File: src/rtl/otter_mem_pkg.sv
// rtl/otter_mem_pkg.sv - shared types and constants for the OTTER memory subsystem
//
// Contents:
//   WORD_W      : memory word width in bits
//   mem_op_t    : line-transfer operation codes (code 3 is reserved)
//   cla_state_t : cache_line_burst_adapter FSM states
package otter_mem_pkg;

  localparam int WORD_W = 32;

  typedef enum logic [1:0] {
    OP_READ    = 2'd0,
    OP_WRITE   = 2'd1,
    OP_WB_FILL = 2'd2
  } mem_op_t;

  typedef enum logic [2:0] {
    ST_IDLE     = 3'd0,
    ST_WB_BURST = 3'd1,
    ST_WB_GAP   = 3'd2,
    ST_RD_BURST = 3'd3,
    ST_RD_GAP   = 3'd4,
    ST_DONE     = 3'd5
  } cla_state_t;

endpackage

File: src/rtl/cache_line_burst_adapter.sv
// rtl/cache_line_burst_adapter.sv - cache line refill/writeback engine using fixed-length memory bursts
//
// Moves one cache line between the data cache controller and main memory as
// LINE_WORDS/BURST_LEN bursts. WB_FILL writes back the victim line and then
// refills the requested line under a single request/done handshake.
//
// Ports:
//   CLK, RST                  : clock (rising edge), async active-high reset
//   req_valid, req_op         : request strobe and operation (accepted only while ready)
//   req_line_addr             : line to refill (READ, WB_FILL) or to write (WRITE)
//   req_wb_addr               : victim line address (WB_FILL only)
//   req_wr_line               : line to write, word i at bits [32i+31:32i]
//   ready, done               : idle indication, one-cycle completion pulse
//   rd_line                   : refilled line, valid from done until the next accept
//   mem_re, mem_we            : memory read / write burst request
//   mem_addr, mem_din         : burst start byte address, write data of the current beat
//   mem_dout, mem_valid       : read data, one valid pulse per transferred beat
module cache_line_burst_adapter
  import otter_mem_pkg::*;
#(
  parameter int LINE_WORDS = 8,
  parameter int BURST_LEN  = 4,
  parameter int ADDR_W     = 32,
  localparam int LA_W      = ADDR_W - $clog2(LINE_WORDS) - 2
) (
  input  logic                         CLK,
  input  logic                         RST,
  input  logic                         req_valid,
  input  logic [1:0]                   req_op,
  input  logic [LA_W-1:0]              req_line_addr,
  input  logic [LA_W-1:0]              req_wb_addr,
  input  logic [WORD_W*LINE_WORDS-1:0] req_wr_line,
  output logic                         ready,
  output logic                         done,
  output logic [WORD_W*LINE_WORDS-1:0] rd_line,
  output logic                         mem_re,
  output logic                         mem_we,
  output logic [ADDR_W-1:0]            mem_addr,
  output logic [WORD_W-1:0]            mem_din,
  input  logic [WORD_W-1:0]            mem_dout,
  input  logic                         mem_valid
);

  localparam int LW_SH  = $clog2(LINE_WORDS);
  localparam int WIDX_W = (LINE_WORDS > 1) ? $clog2(LINE_WORDS) : 1;
  localparam int BCNT_W = (BURST_LEN > 1) ? $clog2(BURST_LEN) : 1;
  localparam logic [WIDX_W-1:0] WIDX_BURST_MASK = ~(WIDX_W'(BURST_LEN - 1));

  cla_state_t                          r_state;
  mem_op_t                             r_op;
  logic [LA_W-1:0]                     r_act_addr;
  logic [LA_W-1:0]                     r_line_addr;
  logic [LINE_WORDS-1:0][WORD_W-1:0]   r_wr_line;
  logic [LINE_WORDS-1:0][WORD_W-1:0]   r_rd_line;
  logic [WIDX_W-1:0]                   r_widx;
  logic [BCNT_W-1:0]                   r_bcnt;
  logic                                r_ready;
  logic                                r_done;
  logic                                r_mem_re;
  logic                                r_mem_we;
  logic [ADDR_W-1:0]                   r_mem_addr;
  logic [WORD_W-1:0]                   r_mem_din;

  logic              w_last_beat;
  logic              w_last_word;
  logic [WIDX_W-1:0] w_widx_nxt;

  assign w_last_beat = (r_bcnt == BCNT_W'(BURST_LEN - 1));
  assign w_last_word = (r_widx == WIDX_W'(LINE_WORDS - 1));
  assign w_widx_nxt  = r_widx + 1'b1;

  assign ready    = r_ready;
  assign done     = r_done;
  assign rd_line  = r_rd_line;
  assign mem_re   = r_mem_re;
  assign mem_we   = r_mem_we;
  assign mem_addr = r_mem_addr;
  assign mem_din  = r_mem_din;

  // Byte address of the burst containing word widx of the given line.
  function automatic logic [ADDR_W-1:0] f_burst_addr(input logic [LA_W-1:0]   line,
                                                     input logic [WIDX_W-1:0] widx);
    logic [WIDX_W-1:0] base;
    base = widx & WIDX_BURST_MASK;
    return (ADDR_W'(line) << (LW_SH + 2)) | (ADDR_W'(base) << 2);
  endfunction

  always_ff @(posedge CLK or posedge RST) begin
    if (RST) begin
      r_state     <= ST_IDLE;
      r_op        <= OP_READ;
      r_act_addr  <= '0;
      r_line_addr <= '0;
      r_wr_line   <= '0;
      r_rd_line   <= '0;
      r_widx      <= '0;
      r_bcnt      <= '0;
      r_ready     <= 1'b1;
      r_done      <= 1'b0;
      r_mem_re    <= 1'b0;
      r_mem_we    <= 1'b0;
      r_mem_addr  <= '0;
      r_mem_din   <= '0;
    end else begin
      case (r_state)
        ST_IDLE: begin
          r_done <= 1'b0;
          // Reserved op code 3 is dropped without a done pulse.
          if (req_valid && (req_op != 2'd3)) begin
            r_op        <= mem_op_t'(req_op);
            r_line_addr <= req_line_addr;
            r_wr_line   <= req_wr_line;
            r_widx      <= '0;
            r_bcnt      <= '0;
            r_ready     <= 1'b0;
            if (req_op == OP_READ) begin
              r_state    <= ST_RD_BURST;
              r_act_addr <= req_line_addr;
              r_mem_re   <= 1'b1;
              r_mem_addr <= f_burst_addr(req_line_addr, '0);
            end else begin
              // WRITE writes the requested line; WB_FILL writes the victim first.
              r_state    <= ST_WB_BURST;
              r_act_addr <= (req_op == OP_WRITE) ? req_line_addr : req_wb_addr;
              r_mem_we   <= 1'b1;
              r_mem_addr <= f_burst_addr((req_op == OP_WRITE) ? req_line_addr : req_wb_addr, '0);
              r_mem_din  <= req_wr_line[WORD_W-1:0];
            end
          end
        end

        ST_RD_BURST: begin
          if (mem_valid) begin
            r_rd_line[r_widx] <= mem_dout;
            r_widx            <= w_widx_nxt;
            if (w_last_beat) begin
              r_bcnt   <= '0;
              r_mem_re <= 1'b0;
              if (w_last_word) begin
                r_state <= ST_DONE;
                r_done  <= 1'b1;
              end else begin
                r_state <= ST_RD_GAP;
              end
            end else begin
              r_bcnt <= r_bcnt + 1'b1;
            end
          end
        end

        ST_RD_GAP: begin
          // widx already points at the first word of the next burst.
          r_state    <= ST_RD_BURST;
          r_mem_re   <= 1'b1;
          r_mem_addr <= f_burst_addr(r_act_addr, r_widx);
        end

        ST_WB_BURST: begin
          if (mem_valid) begin
            r_widx    <= w_widx_nxt;
            r_mem_din <= r_wr_line[w_widx_nxt];
            if (w_last_beat) begin
              r_bcnt   <= '0;
              r_mem_we <= 1'b0;
              if (w_last_word) begin
                if (r_op == OP_WB_FILL) begin
                  // Write-to-read turnaround reuses the read gap state.
                  r_widx     <= '0;
                  r_act_addr <= r_line_addr;
                  r_state    <= ST_RD_GAP;
                end else begin
                  r_state <= ST_DONE;
                  r_done  <= 1'b1;
                end
              end else begin
                r_state <= ST_WB_GAP;
              end
            end else begin
              r_bcnt <= r_bcnt + 1'b1;
            end
          end
        end

        ST_WB_GAP: begin
          r_state    <= ST_WB_BURST;
          r_mem_we   <= 1'b1;
          r_mem_addr <= f_burst_addr(r_act_addr, r_widx);
        end

        ST_DONE: begin
          r_done  <= 1'b0;
          r_ready <= 1'b1;
          r_state <= ST_IDLE;
        end

        default: begin
          r_state  <= ST_IDLE;
          r_ready  <= 1'b1;
          r_done   <= 1'b0;
          r_mem_re <= 1'b0;
          r_mem_we <= 1'b0;
        end
      endcase
    end
  end

endmodule

File: config.mk
export PLATFORM = sky130hd
export DESIGN_NAME = cache_line_burst_adapter
export DESIGN_NICKNAME = d
export VERILOG_FILES = /design/src/rtl/otter_mem_pkg.sv /design/src/rtl/cache_line_burst_adapter.sv
export SDC_FILE = /design/constraint.sdc
export NUM_CORES = 1
export LEC_CHECK = 0
export ABC_AREA = 1
export BUFFER_PORTS_ARGS = -buffer_cell sky130_fd_sc_hd__buf_2
export CELL_PAD_IN_SITES_DETAIL_PLACEMENT = 2
export CELL_PAD_IN_SITES_GLOBAL_PLACEMENT = 2
export CORE_ASPECT_RATIO = 1.2
export CORE_MARGIN = 2
export CORE_UTILIZATION = 31
export DETAILED_ROUTE_END_ITERATION = 16
export GPL_ROUTABILITY_DRIVEN = 0
export HOLD_SLACK_MARGIN = 0.1
export PLACE_DENSITY = 0.87
export SETUP_SLACK_MARGIN = 0.15
export SYNTH_ARGS = -nofsm -noshare
export SYNTH_HDL_FRONTEND = slang
export SYNTH_SLANG_ARGS = --single-unit
File: constraint.sdc
create_clock -name CLK -period 23.3 [get_ports CLK]
set_input_delay 2.33 -clock CLK [delete_from_list [all_inputs] [get_ports CLK]]
set_output_delay 2.33 -clock CLK [all_outputs]
set_load 0.05 [all_outputs]
==> flow_metrics.tcl, run 1 <==
set metrics [dict create \
    path_clk_slew_ns 0.06 \
    hp-start "r_act_addr[17]$_DFFE_PP0P_" \
    syn-cell-area_um2 27600 \
    grt_max_degree 162 \
    power_frac_clock_pct 21.3 \
    setup_ws_ns 17.64 \
    required_ns 23.83 \
    final_max_slew_viol_count 0 \
    drv_cap 0 \
    p_seq_share_pct 31.6 \
    status "finished, final reports clean" \
    htree_num_levels 3 \
    holdPathEnd "r_act_addr[17]$_DFFE_PP0P_" \
    numCtsBuffers 74 \
    grt_pass1_wl_um 187000 \
    antenna_found_initial 44 \
    wl_um 127000 \
    r2r-start "r_state[1]$_DFFE_PP0P_" \
    reg2reg_depth 9 \
    start_util_pct 31.4 \
    p_leak_nw 17.8 \
    yosysWarnings 0 \
    cp_max_fo 157 \
    root_buffer "clkbuf_16" \
    p_per_area_nw_per_um2 174 \
    hold_path.class "reg2reg" \
    die-area_um2 91500 \
    fin_tns_setup_ns 0 \
    rows 119 \
    max_freq_ghz 0.177 \
    drc 0 \
    whs_ns 0.473 \
    drive_gt1_share_pct 21.6 \
    skew_ns 0.0316 \
    cts_tree "done" \
    die_w_um 277 \
    combPwrFrac_pct 47.1 \
    synth_cells 3324 \
    num_vias 26392 \
    area_growth_pct 24.5 \
    routedWlPerCell_um 24.8 \
    worst-setup-path-type "in2reg" \
    relSlewSlack_pct 13.5 \
    cts_resized 0 \
    die_y_um 331 \
    p_sw_mw 3.00 \
    ys_ff_latch 640 \
    r2r_setup_slack_ns 19.17 \
    grt_pass1_vias 29312 \
    p_sw_share_pct 50.2 \
    dr.pass1.iters 5 \
    layout_commonest_cell "nand2_1" \
    holdPathStages 2 \
    synth_cell_types 31 \
    grt_usage_pct 27.0 \
    cts_setup_buffers 0 \
    overflow 0 \
    syn_avg_cell_area_um2 8.31 \
    yosysSeqAreaShare_pct 58.0 \
    cp.arrival_ns 6.18 \
    setup_violations 0 \
    ant_nets 0 \
    cts.sinks 640 \
    rsz0062_at_grt "false" \
    ys_top_cells_by_area "dfrtp_1, nand2_1, o21ai_0, inv_1, nand3_1" \
    yosysTopAreaCell "dfrtp_1" \
    clockBufferDepth 3 \
    start_kind "primary input" \
    reg2reg_to "r_wr_line[106]$_DFFE_PP0P_" \
    clkLatencyLatePin_ns 0.64 \
    layout_common_cells "nand2_1, buf_2, dfrtp_1, o21ai_0, inv_1" \
    synth_top_area_share_pct 57.9 \
    p_int_mw 2.98 \
    period_share_pct 24.3 \
    layout_min_cycle_time_ns 5.66 \
    vias_per_cell 5.15 \
    hold_violations 0 \
    portBuffers 667 \
    ir_drop_mv 0.0724 \
    pin_count 672 \
    end_kind "register" \
    nNetsFinal 4242 \
    worstMarginPinSlew_ns 1.30 \
    postCtsHoldBufs 0 \
    hpwl_um 83400 \
    dr.first_iter.drc_count 1590 \
    place_ws_ns 17.20 \
    core_area_um2 88000 \
]
==> how the worst max path moves through the flow <==
stage	start	to	slack (ns)
2_1_floorplan	RST	done$_DFFE_PP0P_	3.04
3_3_place_gp	req_op[1]	r_wr_line[79]$_DFFE_PP0P_	17.40
5_1_grt	req_op[1]	r_wr_line[106]$_DFFE_PP0P_	17.38
3_5_place_dp	req_op[1]	r_wr_line[234]$_DFFE_PP0P_	17.20
6_report	req_op[1]	r_wr_line[106]$_DFFE_PP0P_	17.64
4_1_cts	req_op[1]	r_wr_line[106]$_DFFE_PP0P_	17.79
==> flip-flops by register name, summed over array words and instances (netlist names) <==
signal       cells
r_widx           3
r_state          3
done             1
r_act_addr      27
r_op             2
rd_line        256
mem_re           1
r_line_addr     27
mem_addr        28
r_bcnt           2
mem_din         32
r_wr_line      256
mem_we           1
ready            1
==> metal layers <==
layer	up-vias	global-route usage (%)	part of all wire [%]
met1	13370	29.2	37
li1	11634	-	-
met3	412	6.70	6.0
met2	934	47.3	50
met5	-	0	0.22
met4	42	17.1	7.6
==> metrics by stage <==
stage               util [%]  instance area [µm²]  total power [mW]  std cells
floorplan                  -                27600              3.70       3327
global placement        36.1                31700              4.48       4964
detailed placement      36.1                31700              4.64       4964
CTS                     39.0                34400              6.00       5099
global route            39.1                34400              6.31       5116
finish                  39.1                34400              5.98       5122
==> layout make-up <==
cell class | instances | area [µm²]
inverters | 369 | 1410
fillers | 9856 | 53600
clock inverters | 31 | 460
repair buffers | 692 | 3540
flip-flops and latches | 640 | 16000
multi-input cells | 2114 | 9330
diodes | 23 | 57.6
well taps | 1149 | 1440
clock buffers | 104 | 2150
==> cells in the mapped netlist <==
cell type and number:
conb_1 1, clkbuf_1 83, nand4_4 2, nor3_2 1, inv_4 1, nand2_1 1042, nor2_2 1, nand3_1 262
o21ai_1 115, nor2_4 5, nor2_8 1, buf_2 110, nor2_1 131, dfrtp_1 639, nand3_4 2, dfstp_2 1
nand2_4 4, a31oi_1 28, o22ai_1 1, a21oi_1 68, o21ai_0 433, inv_2 8, nor3_1 2, o211ai_1 2
clkbuf_2 1, nand3_2 1, buf_1 6, inv_1 360, ha_1 3, nand2_2 6, buf_4 4
==> power by group through the flow <==
stage	combinational [mW]	clock (mW)	sequential, mW
after floorplan	1.10	0	2.60
after global placement	2.65	0	1.84
after detailed placement	2.77	0	1.88
after CTS	2.83	1.29	1.88
after global routing	3.03	1.34	1.94
final	2.82	1.27	1.89
==> cell families after synthesis <==
kind of cell / Yosys count / synth area share (%)
adders and majority gates: 3 / 0.136
other: 1 / 0.0136
buffers and inverters: 573 / 8.35
DFF: 640 / 58.0
and+or+nand+nor: 1460 / 21.7
AOI/OAI and AO/OA: 647 / 11.9
==> critical path, cell delays in order <==
cell and delay, ns:
buf_2 0.10, buf_4 0.25, a21oi_1 0.37, nand2_2 0.25, inv_8 0.64, buf_4 0.92, buf_4 0.76, nand2_1 0.16
o21ai_0 0.17
Note: power is estimated with default switching activity, not from simulation.
==> run 2, diff against run 1 <==
Settings changed: CORE_UTILIZATION 31 to 28, PLACE_DENSITY 0.87 to 0.83.
Clock period 23.3 ns to 4.9 ns, I/O delays scaled along.
==> flow_metrics.tcl, run 2 (synthesis results as in run 1) <==
set metrics [dict create \
    status "finished, final reports clean" \
    drv_cap 0 \
    clockBufferDepth 3 \
    path_delay_family "buffers and inverters" \
    end_kind "register" \
    cp_max_fo 41 \
    power_mw 28.5 \
    relSlewSlack_pct 27.1 \
    drc 0 \
    layout_min_cycle_time_ns 3.50 \
    routedWlPerCell_um 25.2 \
    cpPeakStageDelay_ns 0.79 \
    numCtsBuffers 74 \
    portBuffers 667 \
    die_y_um 348 \
    vias_per_cell 5.02 \
    ir_drop_mv 0.314 \
    register_area_um2 16000 \
    fill_cells 10887 \
    start_kind "register" \
    wl_um 138000 \
    area_growth_pct 33.9 \
    dr.pass1.iters 5 \
    layout_commonest_cell "nand2_1" \
    dr.first_iter.drc_count 1760 \
    critPathBufInv 2 \
    period_share_pct 71.3 \
    ant_nets 0 \
    skew_ns 0.0353 \
    htree_num_levels 3 \
    final_area_um2 37000 \
    whs_ns 0.0930 \
    final_max_slew_viol_count 0 \
    cts_setup_buffers 0 \
    antenna_found_initial 27 \
    cts_tree "done" \
    rows 126 \
    root_buffer "clkbuf_16" \
    die_w_um 291 \
    grt_usage_pct 27.0 \
    rsz0062_at_grt "false" \
    p_leak_nw 18.7 \
    overflow 0 \
    cts_resized 0 \
    crit_top_cell "nand3_1" \
    die-area_um2 101000 \
    p_per_area_nw_per_um2 771 \
    hold_violations 0 \
    cts.sinks 640 \
    placed_area_um2 32000 \
    slowest_stage "dfrtp_4" \
    setup_violations 0 \
    core_area_um2 98100 \
    postCtsHoldBufs 255 \
    max_freq_ghz 0.286 \
    start_util_pct 28.2 \
    nNetsFinal 4502 \
    layout_common_cells "nand2_1, buf_2, dfrtp_1, o21ai_0, inv_1" \
    worstMarginPinSlew_ns 1.09 \
    pin_count 672 \
    cp.arrival_ns 4.03 \
    critical_path.cell_chain "ha_2 > ha_4 > inv_2 > buf_4 > nand3_1 > nand3_1 > nand3_1 > a21oi_1" \
    drive_gt1_share_pct 19.9 \
    multiInputGateArea_um2 9340 \
    grt_pass1_wl_um 207000 \
    num_vias 27627 \
    required_ns 5.43 \
    worst-setup-path-type "reg2reg" \
    clkLatencyLatePin_ns 0.65 \
    hpwl_um 84200 \
    path_clk_slew_ns 0.07 \
    grt_max_degree 135 \
    grt_pass1_vias 31549 \
    hold_path.class "in2async" \
]
run 2: cell types whose count changed in the layout (fill, tap and decap cells not counted), moves of 3 or more:
cell / delta
dlygate4sd3_1: +255
bufinv_16: -5
clkinv_8: -3
clkinv_2: -4
buf_12: +7
inv_16: +3
clkbuf_8: -11
diode_2: -4
clkbuf_1: +16
run 2: stage by stage:
step	setup TNS (ns)	util (%)	worst slack, ns	std cells
after floorplan	-2769.95	-	-4.33	3327
after global placement	0	32.7	1.51	5100
after detailed placement	0	32.7	1.39	5100
after CTS	0	37.7	1.42	5483
after global routing	0	37.7	1.20	5495
final	0	37.7	1.40	5502
run 2: layer usage:
| metal | routed length (µm) | track usage [%] | up-vias |
|---|---|---|---|
| met5 | 134 | 0 | - |
| met4 | 11000 | 18.5 | 20 |
| met3 | 7400 | 5.50 | 422 |
| met2 | 68000 | 46.3 | 1020 |
| met1 | 52000 | 30.1 | 14034 |
| li1 | - | - | 12131 |
run 2: worst paths after layout:
kind	start	slack, ns	end	cells after the start
max in group asynchronous	RST	3.51	r_wr_line[83]$_DFFE_PP0P_	3
hold / removal	RST	0.09	rd_line[120]$_DFFE_PP0P_	2
setup reg to reg	r_widx[0]$_DFFE_PP0P_	1.40	mem_din[26]$_DFFE_PP0P_	8
hold reg to reg	r_act_addr[6]$_DFFE_PP0P_	0.47	r_act_addr[6]$_DFFE_PP0P_	2
setup / recovery	r_widx[0]$_DFFE_PP0P_	1.40	mem_din[26]$_DFFE_PP0P_	8
min in group CLK	req_wr_line[185]	0.12	r_wr_line[185]$_DFFE_PP0P_	3
run 2: layout make-up:
type	count	share of cell area [%]
timing repair buffer	952	16.8
clock inverter	19	0.812
tap	1280	4.33
multi-input combinational	2114	25.2
inverter	369	3.79
sequential	640	43.3
clock buffer	109	5.58
antenna	19	0.129
run 2: worst register-to-register path, cell delays in order, from the launching register on:
cell	delay (ns)
dfrtp_4	0.79
ha_2	0.31
ha_4	0.28
inv_2	0.70
buf_4	0.59
nand3_1	0.21
nand3_1	0.15
nand3_1	0.14
a21oi_1	0.25
run 2: power by group:
part / total [mW] / internal [mW] / switching [mW]
sequential: 9.01 / 7.67 / 1.33
combinational: 13.9 / 3.11 / 10.8
clock: 5.64 / 3.12 / 2.52
==> run 3, diff against run 2 <==
Clock period 4.9 ns to 2.8 ns, I/O delays scaled along.
==> flow_metrics.tcl, run 3 (synthesis results as in run 1) <==
set metrics [dict create \
    status "finished, final reports clean" \
    root_buffer "clkbuf_16" \
    clockBufferDepth 3 \
    cts_tree "done" \
    p_seq_share_pct 30.3 \
    end_kind "register" \
    routedWlPerCell_um 27.5 \
    drv_cap 0 \
    grt_pass1_wl_um 228000 \
    vias_per_cell 5.17 \
    die_w_um 291 \
    cts.sinks 640 \
    layout_min_cycle_time_ns 2.51 \
    fill_cells 10712 \
    p_sw_mw 27.0 \
    worst-setup-path-type "reg2reg" \
    antenna_found_initial 32 \
    setup_violations 0 \
    multiInputGateArea_um2 9340 \
    power_frac_clock_pct 21.2 \
    relSlewSlack_pct 36.2 \
    start_util_pct 28.2 \
    area_growth_pct 39.9 \
    max_freq_ghz 0.398 \
    core_area_um2 98100 \
    nNetsFinal 4621 \
    dp_cells 5135 \
    power_mw 52.8 \
    dr.first_iter.drc_count 1857 \
    pin_count 672 \
    p_per_area_nw_per_um2 1370 \
    critical_path.cell_chain "inv_2 > nand2_2 > nor2_4 > nand2_4 > nor2_8 > nand3_4 > buf_4 > nand2_1 > o21ai_1" \
    skew_ns 0.0409 \
    cp_max_fo 64 \
    drive_gt1_share_pct 20.7 \
    ir_drop_mv 0.572 \
    fin_tns_setup_ns 0 \
    final_max_slew_viol_count 0 \
    final_cells 5643 \
    place_ws_ns 0.427 \
    required_ns 3.30 \
    drc 0 \
    register_area_um2 16000 \
    overflow 0 \
    worstMarginPinSlew_ns 0.957 \
    p_leak_nw 19.5 \
    wl_um 155000 \
    clkLatencyLatePin_ns 0.66 \
    die-area_um2 101000 \
    p_int_mw 25.8 \
    setup_ws_ns 0.290 \
    ant_nets 0 \
    cp.arrival_ns 3.01 \
    layout_commonest_cell "nand2_1" \
    slowest_stage "buf_4" \
    rsz0062_at_grt "false" \
    cpPeakStageDelay_ns 0.64 \
    combPwrFrac_pct 48.5 \
    num_vias 29202 \
    hold_path.class "in2reg" \
    numCtsBuffers 73 \
    portBuffers 667 \
    htree_num_levels 3 \
    die_y_um 348 \
    grt_max_degree 130 \
    layout_common_cells "nand2_1, buf_2, dfrtp_1, o21ai_0, inv_1" \
    start_kind "register" \
    grt_usage_pct 30.0 \
    dr.pass1.iters 5 \
    rows 126 \
    grt_pass1_vias 33481 \
    hpwl_um 87100 \
    path_clk_slew_ns 0.08 \
    period_share_pct 89.6 \
    hold_violations 0 \
    p_sw_share_pct 51.2 \
]
[run 3: changes by cell type in the layout (fill, tap and decap cells not counted), moves of 4 or more]
cell / previous run / this run
buf_12: 8 / 23
diode_2: 19 / 34
clkbuf_1: 27 / 8
buf_4: 22 / 42
dlygate4sd3_1: 255 / 340
clkinv_2: 7 / 15
clkbuf_8: 8 / 12
bufinv_16: 3 / 14
[run 3: area by class of cell]
class / instances / area share (%)
tap: 1280 / 4.14
timing repair buffer: 1072 / 19.4
antenna: 34 / 0.220
sequential: 640 / 41.4
multi-input combinational: 2114 / 24.2
clock buffer: 93 / 5.23
inverter: 369 / 3.63
clock inverter: 41 / 1.73
[run 3: path summary, 6_finish.rpt]
kind	from	endpoint	slack (ns)	depth (start not counted)
setup / recovery	r_state[2]$_DFFE_PP0P_	rd_line[110]$_DFFE_PP0P_	0.29	9
hold / removal	mem_dout[17]	rd_line[177]$_DFFE_PP0P_	0.14	3
setup reg to reg	r_state[2]$_DFFE_PP0P_	rd_line[110]$_DFFE_PP0P_	0.29	9
hold reg to reg	r_act_addr[21]$_DFFE_PP0P_	r_act_addr[21]$_DFFE_PP0P_	0.48	2
max in group asynchronous	RST	r_wr_line[143]$_DFFE_PP0P_	1.43	4
min in group asynchronous	RST	rd_line[211]$_DFFE_PP0P_	0.37	3
[run 3: per-layer routing]
layer | vias up | track usage (%) | share of wire [%]
li1 | 12403 | - | -
met1 | 14829 | 32.0 | 36
met2 | 1371 | 51.5 | 49
met3 | 591 | 6.24 | 6.0
met4 | 8 | 24.1 | 9.4
met5 | - | 0 | 0.029
[run 3: repair_timing]
item                                    4_1_cts  5_1_grt
hold endpoints to repair                    482        0
hold buffers                                340        0
setup buffers                                 0        0
resized for setup                             0        1
endpoints found under the setup margin        0        1
[run 3: power groups by stage]
| stage | clock, mW | sequential, mW | combinational, mW |
|---|---|---|---|
| floorplan | 0 | 21.6 | 9.15 |
| global placement | 0 | 15.2 | 22.6 |
| detailed placement | 0 | 15.5 | 23.4 |
| CTS | 11.1 | 15.5 | 24.2 |
| global route | 11.7 | 16.3 | 27.0 |
| finish | 11.2 | 16.0 | 25.6 |
[run 3: per-stage QoR]
step           utilization [%]  hold slack (ns)  area, µm²
6_report                  39.4            0.136      38700
3_5_place_dp              33.1            0.435      32500
4_1_cts                   39.3            0.102      38600
2_1_floorplan                -            0.401      27600
3_3_place_gp              33.1            0.429      32500
5_1_grt                   39.4            0.132      38600
[run 3: worst max-delay path, delay by kind of cell (launching register included)]
kind | cells | cell delay [ns]
buffers and inverters | 2 | 0.77
and+or+nand+nor | 6 | 0.64
DFF | 1 | 0.56
AOI/OAI and AO/OA | 1 | 0.30
